===== config.mk =====
export PLATFORM = sky130hd
export DESIGN_NAME = uart_rx
export DESIGN_NICKNAME = d
export VERILOG_FILES = /design/src/rtl/uart_rx.sv
export SDC_FILE = /design/constraint.sdc
export NUM_CORES = 1
export LEC_CHECK = 0
export BUFFER_PORTS_ARGS = -buffer_cell sky130_fd_sc_hd__buf_2
export CORE_MARGIN = 2
export CORE_UTILIZATION = 30
export DETAILED_ROUTE_END_ITERATION = 8
export PLACE_DENSITY = 0.45
export REMOVE_ABC_BUFFERS = 1
export SLEW_MARGIN = 20
export SYNTH_ARGS = -nofsm -noshare
export SYNTH_HDL_FRONTEND = slang
export SYNTH_SLANG_ARGS = --single-unit

===== constraint.sdc =====
create_clock -name clk50 -period 1.47 [get_ports clk50]
set_clock_uncertainty 0.05 [all_clocks]
set_input_delay 0.294 -clock clk50 [delete_from_list [all_inputs] [get_ports clk50]]
set_output_delay 0.294 -clock clk50 [all_outputs]
set_load 0.03 [all_outputs]

===== src/rtl/uart_rx.sv =====
// 8-N-1 UART receiver: oversamples rxd on rising edges of baud16 and emits each byte with a valid strobe.
// Optional even-parity frames are built in when UART_RX_PARITY_EN is defined.
module uart_rx #(
  parameter int OVERSAMPLE = 16,
  parameter int DATA_BITS  = 8
) (
  input  logic                 clk50,
  input  logic                 rst_n,
  input  logic                 baud16,
  input  logic                 rxd,
  output logic [DATA_BITS-1:0] rx_data,
  output logic                 rx_valid,
  output logic                 frame_err,
  output logic                 parity_err,
  output logic                 busy
);

  localparam int CW = $clog2(OVERSAMPLE);
  localparam logic [CW-1:0] CNT_HALF = CW'(OVERSAMPLE / 2 - 1);
  localparam logic [CW-1:0] CNT_LAST = CW'(OVERSAMPLE - 1);
  localparam logic [2:0]    IDX_LAST = 3'(DATA_BITS - 1);

  typedef enum logic [2:0] {
    ST_IDLE   = 3'd0,
    ST_START  = 3'd1,
    ST_DATA   = 3'd2,
    ST_PARITY = 3'd3,
    ST_STOP   = 3'd4,
    ST_BREAK  = 3'd5
  } state_t;

  // Reset asserts asynchronously but releases on a clk50 edge.
  logic [1:0] rst_sync;
  logic       rst_ni;

  always_ff @(posedge clk50 or negedge rst_n) begin
    if (!rst_n) rst_sync <= 2'b00;
    else        rst_sync <= {rst_sync[0], 1'b1};
  end

  assign rst_ni = rst_sync[1];

  // Input conditioning: rxd synchroniser plus edge history, baud16 synchroniser plus history
  logic rxd_p0, rxd_p1, rxd_p2;
  logic baud_p0, baud_p1, baud_p2;
  logic rxd_s, rxd_fall, tick;

  always_ff @(posedge clk50 or negedge rst_ni) begin
    if (!rst_ni) begin
      rxd_p0  <= 1'b1;
      rxd_p1  <= 1'b1;
      rxd_p2  <= 1'b1;
      baud_p0 <= 1'b0;
      baud_p1 <= 1'b0;
      baud_p2 <= 1'b0;
    end else begin
      rxd_p0  <= rxd;
      rxd_p1  <= rxd_p0;
      rxd_p2  <= rxd_p1;
      baud_p0 <= baud16;
      baud_p1 <= baud_p0;
      baud_p2 <= baud_p1;
    end
  end

  assign rxd_s    = rxd_p1;
  assign rxd_fall = rxd_p2 & ~rxd_p1;
  assign tick     = baud_p1 & ~baud_p2;

  // Frame FSM
  state_t               state, state_n;
  logic [CW-1:0]        cnt, cnt_n;
  logic [2:0]           idx, idx_n;
  logic [DATA_BITS-1:0] shreg, shreg_n;
  logic [DATA_BITS-1:0] data_n;
  logic                 vld_n, ferr_n, perr_n;
`ifdef UART_RX_PARITY_EN
  logic                 pbad, pbad_n;
`endif

  always_ff @(posedge clk50 or negedge rst_ni) begin
    if (!rst_ni) begin
      state      <= ST_IDLE;
      cnt        <= '0;
      idx        <= '0;
      shreg      <= '0;
      rx_data    <= '0;
      rx_valid   <= 1'b0;
      frame_err  <= 1'b0;
`ifdef UART_RX_PARITY_EN
      pbad       <= 1'b0;
      parity_err <= 1'b0;
`endif
    end else begin
      state      <= state_n;
      cnt        <= cnt_n;
      idx        <= idx_n;
      shreg      <= shreg_n;
      rx_data    <= data_n;
      rx_valid   <= vld_n;
      frame_err  <= ferr_n;
`ifdef UART_RX_PARITY_EN
      pbad       <= pbad_n;
      parity_err <= perr_n;
`endif
    end
  end

`ifndef UART_RX_PARITY_EN
  assign parity_err = 1'b0;
`endif

  always_comb begin
    state_n = state;
    cnt_n   = cnt;
    idx_n   = idx;
    shreg_n = shreg;
    data_n  = rx_data;
    vld_n   = 1'b0;
    ferr_n  = 1'b0;
    perr_n  = 1'b0;
`ifdef UART_RX_PARITY_EN
    pbad_n  = pbad;
`endif
    unique case (state)
      ST_IDLE: begin
        if (rxd_fall) begin
          state_n = ST_START;
          cnt_n   = '0;
        end
      end
      ST_START: begin
        if (tick) begin
          if (cnt == CNT_HALF) begin
            cnt_n = '0;
            if (!rxd_s) begin
              state_n = ST_DATA;
              idx_n   = '0;
`ifdef UART_RX_PARITY_EN
              pbad_n  = 1'b0;
`endif
            end else begin
              state_n = ST_IDLE;
            end
          end else begin
            cnt_n = cnt + 1'b1;
          end
        end
      end
      ST_DATA: begin
        if (tick) begin
          if (cnt == CNT_LAST) begin
            cnt_n   = '0;
            shreg_n = {rxd_s, shreg[DATA_BITS-1:1]};
            if (idx == IDX_LAST) begin
`ifdef UART_RX_PARITY_EN
              state_n = ST_PARITY;
`else
              state_n = ST_STOP;
`endif
            end else begin
              idx_n = idx + 1'b1;
            end
          end else begin
            cnt_n = cnt + 1'b1;
          end
        end
      end
`ifdef UART_RX_PARITY_EN
      ST_PARITY: begin
        if (tick) begin
          if (cnt == CNT_LAST) begin
            cnt_n   = '0;
            pbad_n  = ^{shreg, rxd_s};
            state_n = ST_STOP;
          end else begin
            cnt_n = cnt + 1'b1;
          end
        end
      end
`endif
      ST_STOP: begin
        if (tick) begin
          if (cnt == CNT_LAST) begin
            cnt_n = '0;
            if (rxd_s) begin
              state_n = ST_IDLE;
`ifdef UART_RX_PARITY_EN
              if (pbad) begin
                perr_n = 1'b1;
              end else begin
                vld_n  = 1'b1;
                data_n = shreg;
              end
`else
              vld_n  = 1'b1;
              data_n = shreg;
`endif
            end else begin
              ferr_n  = 1'b1;
              state_n = ST_BREAK;
            end
          end else begin
            cnt_n = cnt + 1'b1;
          end
        end
      end
      ST_BREAK: begin
        if (rxd_s) state_n = ST_IDLE;
      end
      default: state_n = ST_IDLE;
    endcase
  end

  assign busy = (state != ST_IDLE);

endmodule


==> results.json, run 1 <==
{
  "final_routed_wirelength_um": 3130,
  "final_standard_cell_utilization_of_the_core": 0.440,
  "drt_drc_violations_left": 0,
  "max_freq_mhz": 563,
  "routed_via_density": 4.48,
  "fin_tns_setup_ns": -6.08,
  "die_area_um2": 5830,
  "vdd_ir_drop_max_uv": 774,
  "drt_first_pass_iters": 4,
  "critical_path.reg2reg.endpoint": "state[0]",
  "syn_area_um2": 1570,
  "cts.sink_count": 36,
  "post_drt_wl_per_cell_um": 12.5,
  "die_width_um": 76.3,
  "antennaDiodeCount": 0,
  "detailroute.via_count": 1121,
  "synthesis.instances": 128,
  "ys_top_cells_by_count": "sky130_fd_sc_hd__dfrtp_1, sky130_fd_sc_hd__mux2_2, sky130_fd_sc_hd__nand3_1, sky130_fd_sc_hd__inv_1, sky130_fd_sc_hd__nor2_1",
  "r2r.worst_path.cells": 6,
  "grt_pass1_vias": 1197,
  "timing.critical_path.fanout_max": 3,
  "postSynthRegisterBits": 36,
  "run_status": "finished, violations left",
  "tritoncts": "done",
  "setup_slack_ns": -0.305,
  "p_sw_frac": 0.288,
  "ioPinCount": 16,
  "drt_first_iter_violations": 31,
  "ys_seq_area_frac": 0.576,
  "grt_antenna_before_repair": 0,
  "violations_in_the_final_reports": "negative setup slack",
  "syn_area_per_cell_um2": 12.3,
  "synth_unique_cells": 39,
  "power.share.sequential": 0.440,
  "holdCritStartpoint": "rxd",
  "worstHoldEndpoint": "rxd_p0",
  "layout.filler_cells": 521,
  "first_pass_grt_wire_length_um": 5500,
  "setup.worst_path.class": "reg2reg",
  "synth_edf_count": 0,
  "gpl.final_weighted_congestion": 0.892,
  "grt.met2_usage": 0.199,
  "placement_rows": 26,
  "ys_async_sr_fraction": 1.00,
  "period_share": 1.21,
  "sw_power_mw": 0.715,
  "clkTransAtPathRegs_ns": 0.07,
  "layout-area-overhead-vs-synth_pct": 42.1,
  "report.final.hold_viol_count": 0,
  "cts_buffer_depth": 2,
  "crit-reg2reg-launch": "cnt[0]",
  "critPathCaptureType": "flop",
  "worst_case_hold_slack_ns": 0.0544,
  "combinationalPowerShare": 0.270,
  "static-leakage-power_nw": 1.12,
  "post-synth-top-count-cell": "sky130_fd_sc_hd__dfrtp_1",
  "regToRegSetupSlack_ns": -0.30,
  "synth_flop_cell": "sky130_fd_sc_hd__dfrtp_1",
  "floorplan.initialDensity": 0.309,
  "grt_setup_unrepaired": "true",
  "highest_utilization_routing_layer_at_the_global_route_stage": "met2",
  "cts_root_buffer": "sky130_fd_sc_hd__clkbuf_8",
  "hold_path.class": "in2reg",
  "num-nets-final": 186,
  "clk-insertion-delay-late_ns": 0.29,
  "cp.arrival_ns": 1.89,
  "grtUsageMet1": 0.143,
  "tritoncts.num_buffers": 5,
  "grt_start_max_net_pins": 35,
  "drive_gt1_frac": 0.539,
  "antenna_left": 0,
  "synth_top_cell_by_area": "sky130_fd_sc_hd__dfrtp_1",
  "maxSlewViolCount": 0,
  "yosysWarningCount": 0,
  "power.internal_mw": 1.77,
  "cellPowerDensity_nw_per_um2": 1110,
  "layout.cells.non_filler": 250,
  "final-setup-viol-count": 27,
  "whs_path_depth": 1,
  "cts-htree-levels": 2,
  "placement.io_buffers": 14,
  "synth.area.top_cells": "sky130_fd_sc_hd__dfrtp_1, sky130_fd_sc_hd__mux2_2, sky130_fd_sc_hd__dfstp_2",
  "dieHeight_um": 76.3,
  "grt_overflow": 0,
  "total_power_mw": 2.48,
  "design.core.area_um2": 5070,
  "clock_power_share": 0.290,
  "global_route.usage.total": 0.118,
  "place.detailed.hpwl_um": 2240,
  "grt_use_met3": 0.0320,
  "netlist.area_leader.share": 0.526,
  "placedCellCount": 236,
  "period_needed_ns": 1.77,
  "cp-start-kind": "flop",
  "max_cap_viol_count": 0,
  "cp_data_required_time_ns": 1.59
}
[registers in the layout, indices dropped and copies added, names as in the netlist, 2 cells and up]
register	count
rx_data	8
rst_sync	2
shreg	8
state	3
idx	3
cnt	4
[placed cells by master, fill, tap and decap left out, types with 3 or more instances in the layout]
cell / instances
sky130_fd_sc_hd__mux2i_1: 4
sky130_fd_sc_hd__mux2_4: 9
sky130_fd_sc_hd__nor2_1: 5
sky130_fd_sc_hd__dfstp_2: 3
sky130_fd_sc_hd__nand3_2: 3
sky130_fd_sc_hd__nand2_1: 3
sky130_fd_sc_hd__inv_1: 7
sky130_fd_sc_hd__buf_6: 6
sky130_fd_sc_hd__buf_4: 29
sky130_fd_sc_hd__buf_2: 13
sky130_fd_sc_hd__clkbuf_8: 6
sky130_fd_sc_hd__mux2_2: 8
sky130_fd_sc_hd__nand3_1: 5
sky130_fd_sc_hd__dfrtp_1: 33
[timing repair]
item                                    CTS  global route
resized for setup                        19            22
pin swaps                                12             6
hold buffers                              1             0
endpoints found under the setup margin   29            28
hold endpoints to repair                  2             0
buffers inserted                          5             1
[metrics by stage]
stage	setup slack, ns	area, um2
5_1_grt	-0.370	2230
3_3_place_gp	-0.383	1930
2_1_floorplan	-0.387	1540
3_5_place_dp	-0.465	1930
6_report	-0.305	2230
4_1_cts	-0.307	2160
[power by group through the flow]
stage	sequential (mW)	combinational, mW	clock (mW)
2_1_floorplan	1.12	0.266	0
3_3_place_gp	1.10	0.572	0
3_5_place_dp	1.10	0.580	0
4_1_cts	1.09	0.658	0.758
5_1_grt	1.10	0.739	0.817
6_report	1.09	0.671	0.719
[layout make-up]
type                    instances  area, um2  share of cell area
clock inverters                 1       7.51             0.00337
multi-input cells              80        758               0.340
clock buffers                   7       86.3              0.0387
repair buffers                 49        360               0.162
inverters                       7       26.3              0.0118
flip-flops and latches         36        905               0.405
well taps                      70       87.6              0.0393
[logic make-up (layout without fill, tap and decap cells)]
logic type,after synthesis,after routing,synth area share
AOI/OAI and AO/OA,17,17,0.0749
xor gates and xnor gates,2,2,0.0112
adders and majority gates,3,3,0.0239
buffers and inverters,12,64,0.0343
DFF,36,36,0.576
muxes,21,21,0.150
other,2,2,0.00478
and+or+nand+nor,35,35,0.125
[worst max-delay path, stage by stage (launching register included)]
cell                      delay, ns
sky130_fd_sc_hd__dfrtp_1       0.42
sky130_fd_sc_hd__ha_4          0.18
sky130_fd_sc_hd__and3_4        0.18
sky130_fd_sc_hd__o32ai_2       0.19
sky130_fd_sc_hd__and2_4        0.18
sky130_fd_sc_hd__a311o_1       0.15
sky130_fd_sc_hd__mux2_4        0.31
[how the worst max path moves through the flow]
stage	startpoint	to	slack, ns
2_1_floorplan	cnt[0]	state[0]	-0.39
3_3_place_gp	cnt[0]	state[0]	-0.38
3_5_place_dp	cnt[0]	cnt[3]	-0.47
4_1_cts	cnt[0]	state[0]	-0.31
5_1_grt	cnt[0]	state[0]	-0.37
6_report	cnt[0]	state[0]	-0.30
[layer usage]
layer  routed length (um)  vias up
li1                     -      540
met1                 1410      559
met2                 1570       16
met3                  102        6
met4                   54        0
met5                    0        -
(Power assumes the default switching activity.)
==> inputs of run 2 (changes only) <==
--- a/config.mk
+++ b/config.mk
@@ -8,8 +8,9 @@
 export BUFFER_PORTS_ARGS = -buffer_cell sky130_fd_sc_hd__buf_2
 export CORE_MARGIN = 2
 export CORE_UTILIZATION = 30
+export CTS_BUF_LIST = sky130_fd_sc_hd__clkbuf_16
 export DETAILED_ROUTE_END_ITERATION = 8
-export PLACE_DENSITY = 0.45
+export PLACE_DENSITY = 0.47
 export REMOVE_ABC_BUFFERS = 1
 export SLEW_MARGIN = 20
 export SYNTH_ARGS = -nofsm -noshare
==> constraint.sdc (replaced) <==
create_clock -name clk50 -period 1.6 [get_ports clk50]
set_clock_uncertainty 0.05 [all_clocks]
set_input_delay 0.32 -clock clk50 [delete_from_list [all_inputs] [get_ports clk50]]
set_output_delay 0.32 -clock clk50 [all_outputs]
set_load 0.03 [all_outputs]
==> results.json, run 2 (same netlist as run 1, synthesis figures left out) <==
{
  "drt_first_iter_violations": 38,
  "grt_start_max_net_pins": 25,
  "timing.critical_path.slowest_cell_delay_ns": 0.35,
  "vdd_ir_drop_max_uv": 488,
  "floorplan.initialDensity": 0.309,
  "place.detailed.hpwl_um": 2210,
  "cellPowerDensity_nw_per_um2": 1150,
  "drt_first_pass_iters": 4,
  "biggestRegsByFlops": "rx_data (8), shreg (8), cnt (4)",
  "gpl.final_weighted_congestion": 0.935,
  "layout.filler_cells": 494,
  "tritoncts": "done",
  "setup_slack_ns": -0.144,
  "tritoncts.num_buffers": 5,
  "max_cap_viol_count": 0,
  "placedCellCount": 237,
  "drive_gt1_frac": 0.530,
  "ioPinCount": 16,
  "grt_overflow": 0,
  "report.final.hold_viol_count": 0,
  "critical_path.reg2reg.endpoint": "state[2]",
  "cp.arrival_ns": 1.86,
  "critPathCaptureType": "flop",
  "cp-startpoint": "cnt[1]",
  "final_routed_wirelength_um": 3080,
  "crit-reg2reg-launch": "cnt[1]",
  "layout.cells.most_common": "sky130_fd_sc_hd__dfrtp_1",
  "postPlaceCellArea_um2": 1940,
  "cts_root_buffer": "sky130_fd_sc_hd__clkbuf_16",
  "cp_data_required_time_ns": 1.72,
  "layout.cells.non_filler": 251,
  "period_needed_ns": 1.74,
  "antennaDiodeCount": 0,
  "post_drt_wl_per_cell_um": 12.3,
  "fin_tns_setup_ns": -1.08,
  "combinationalPowerShare": 0.275,
  "grt_pass1_vias": 1147,
  "whs_path_depth": 1,
  "cts-htree-levels": 2,
  "run_status": "finished, violations left",
  "stdcell_area_um2": 2260,
  "drt_drc_violations_left": 0,
  "hold_path.class": "in2reg",
  "dieHeight_um": 76.3,
  "num-nets-final": 187,
  "max_freq_mhz": 573,
  "power.internal_mw": 1.91,
  "worstSetupEndpoint": "state[2]",
  "maxSlewViolCount": 0,
  "routed_via_density": 4.50,
  "regToRegSetupSlack_ns": -0.14,
  "static-leakage-power_nw": 1.14,
  "multiInputGateArea_um2": 723,
  "period_share": 1.09,
  "power.share.sequential": 0.381,
  "highest_count_cells_in_the_layout_ignoring_fill_and_taps": "sky130_fd_sc_hd__dfrtp_1, sky130_fd_sc_hd__buf_4, sky130_fd_sc_hd__mux2_2",
  "grt_antenna_before_repair": 0,
  "p_sw_frac": 0.268,
  "first_pass_grt_wire_length_um": 5550,
  "setup.worst_path.class": "reg2reg",
  "placement_rows": 26,
  "clk-insertion-delay-late_ns": 0.28,
  "design.core.area_um2": 5070,
  "layout-area-overhead-vs-synth_pct": 43.8,
  "cts_buffer_depth": 2,
  "cp-start-kind": "flop",
  "sw_power_mw": 0.698,
  "violations_in_the_final_reports": "negative setup slack",
  "detailroute.via_count": 1130,
  "die_width_um": 76.3,
  "cts.sink_count": 36,
  "r2r.worst_path.cells": 7,
  "placement.io_buffers": 14,
  "ff_latch_area_um2": 906,
  "global_route.usage.total": 0.119,
  "grt_setup_unrepaired": "true",
  "worst_path_max_delay_cell": "sky130_fd_sc_hd__dfrtp_1",
  "clock_power_share": 0.344,
  "final-setup-viol-count": 17,
  "clkTransAtPathRegs_ns": 0.05,
  "die_area_um2": 5830,
  "antenna_left": 0,
  "cp_cell_sequence": "ha_2 -> and3b_1 -> o32ai_2 -> and2_4 -> a311o_1 -> buf_4 -> a21o_1",
  "timing.critical_path.fanout_max": 4,
  "place_ws_ns": -0.303
}
[run 2: layout make-up]
cell class,count,share of cell area
clock inverters,3,0.00499
inverters,7,0.0116
flip-flops and latches,36,0.401
clock buffers,5,0.0554
well taps,70,0.0388
repair buffers,50,0.168
multi-input cells,80,0.320
[run 2: how the worst min path moves through the flow]
| stage | start | end |
|---|---|---|
| 4_1_cts | rxd | rxd_p0 |
| 3_3_place_gp | rst_n | rst_sync[0] |
| 6_report | rxd | rxd_p0 |
| 2_1_floorplan | rst_n | rst_sync[0] |
| 3_5_place_dp | rst_n | rst_sync[0] |
| 5_1_grt | rxd | rxd_p0 |
[run 2: metal layers]
layer | track usage | wire length (um)
met1 | 0.157 | 1400
met2 | 0.184 | 1490
met3 | 0.0379 | 134
met4 | 0.0436 | 63
met5 | 0 | 0
[run 2: power by group through the flow]
| stage | clock, mW | sequential [mW] | combinational, mW |
|---|---|---|---|
| after floorplan | 0 | 1.03 | 0.245 |
| after global placement | 0 | 1.01 | 0.507 |
| final | 0.898 | 0.993 | 0.716 |
| after CTS | 0.931 | 0.996 | 0.583 |
| after global routing | 0.977 | 0.998 | 0.778 |
| after detailed placement | 0 | 1.01 | 0.516 |
[run 2: what timing repair did]
item                       in CTS  in global routing
setup endpoints to repair      26                 27
hold endpoints to repair        2                  0
resized for setup              17                 18
pin swaps                      13                  4
buffers inserted                3                  3
hold buffers                    1                  0
cloned                          0                  0
[run 2: through the flow]
stage	util	total power, mW	hold slack [ns]
after detailed placement	0.382	1.52	0.0597
after CTS	0.429	2.51	0.0825
after global routing	0.445	2.75	0.0866
final	0.445	2.61	0.0915
after global placement	0.382	1.51	0.0570
after floorplan	-	1.28	-0.0256
[run 2: critical path, delay by kind of cell (launching register included)]
kind / cells / cell delay, ns
compound gates: 3 / 0.53
flops: 1 / 0.35
simple gates: 2 / 0.33
fa+ha+maj: 1 / 0.21
buf+inv: 1 / 0.15
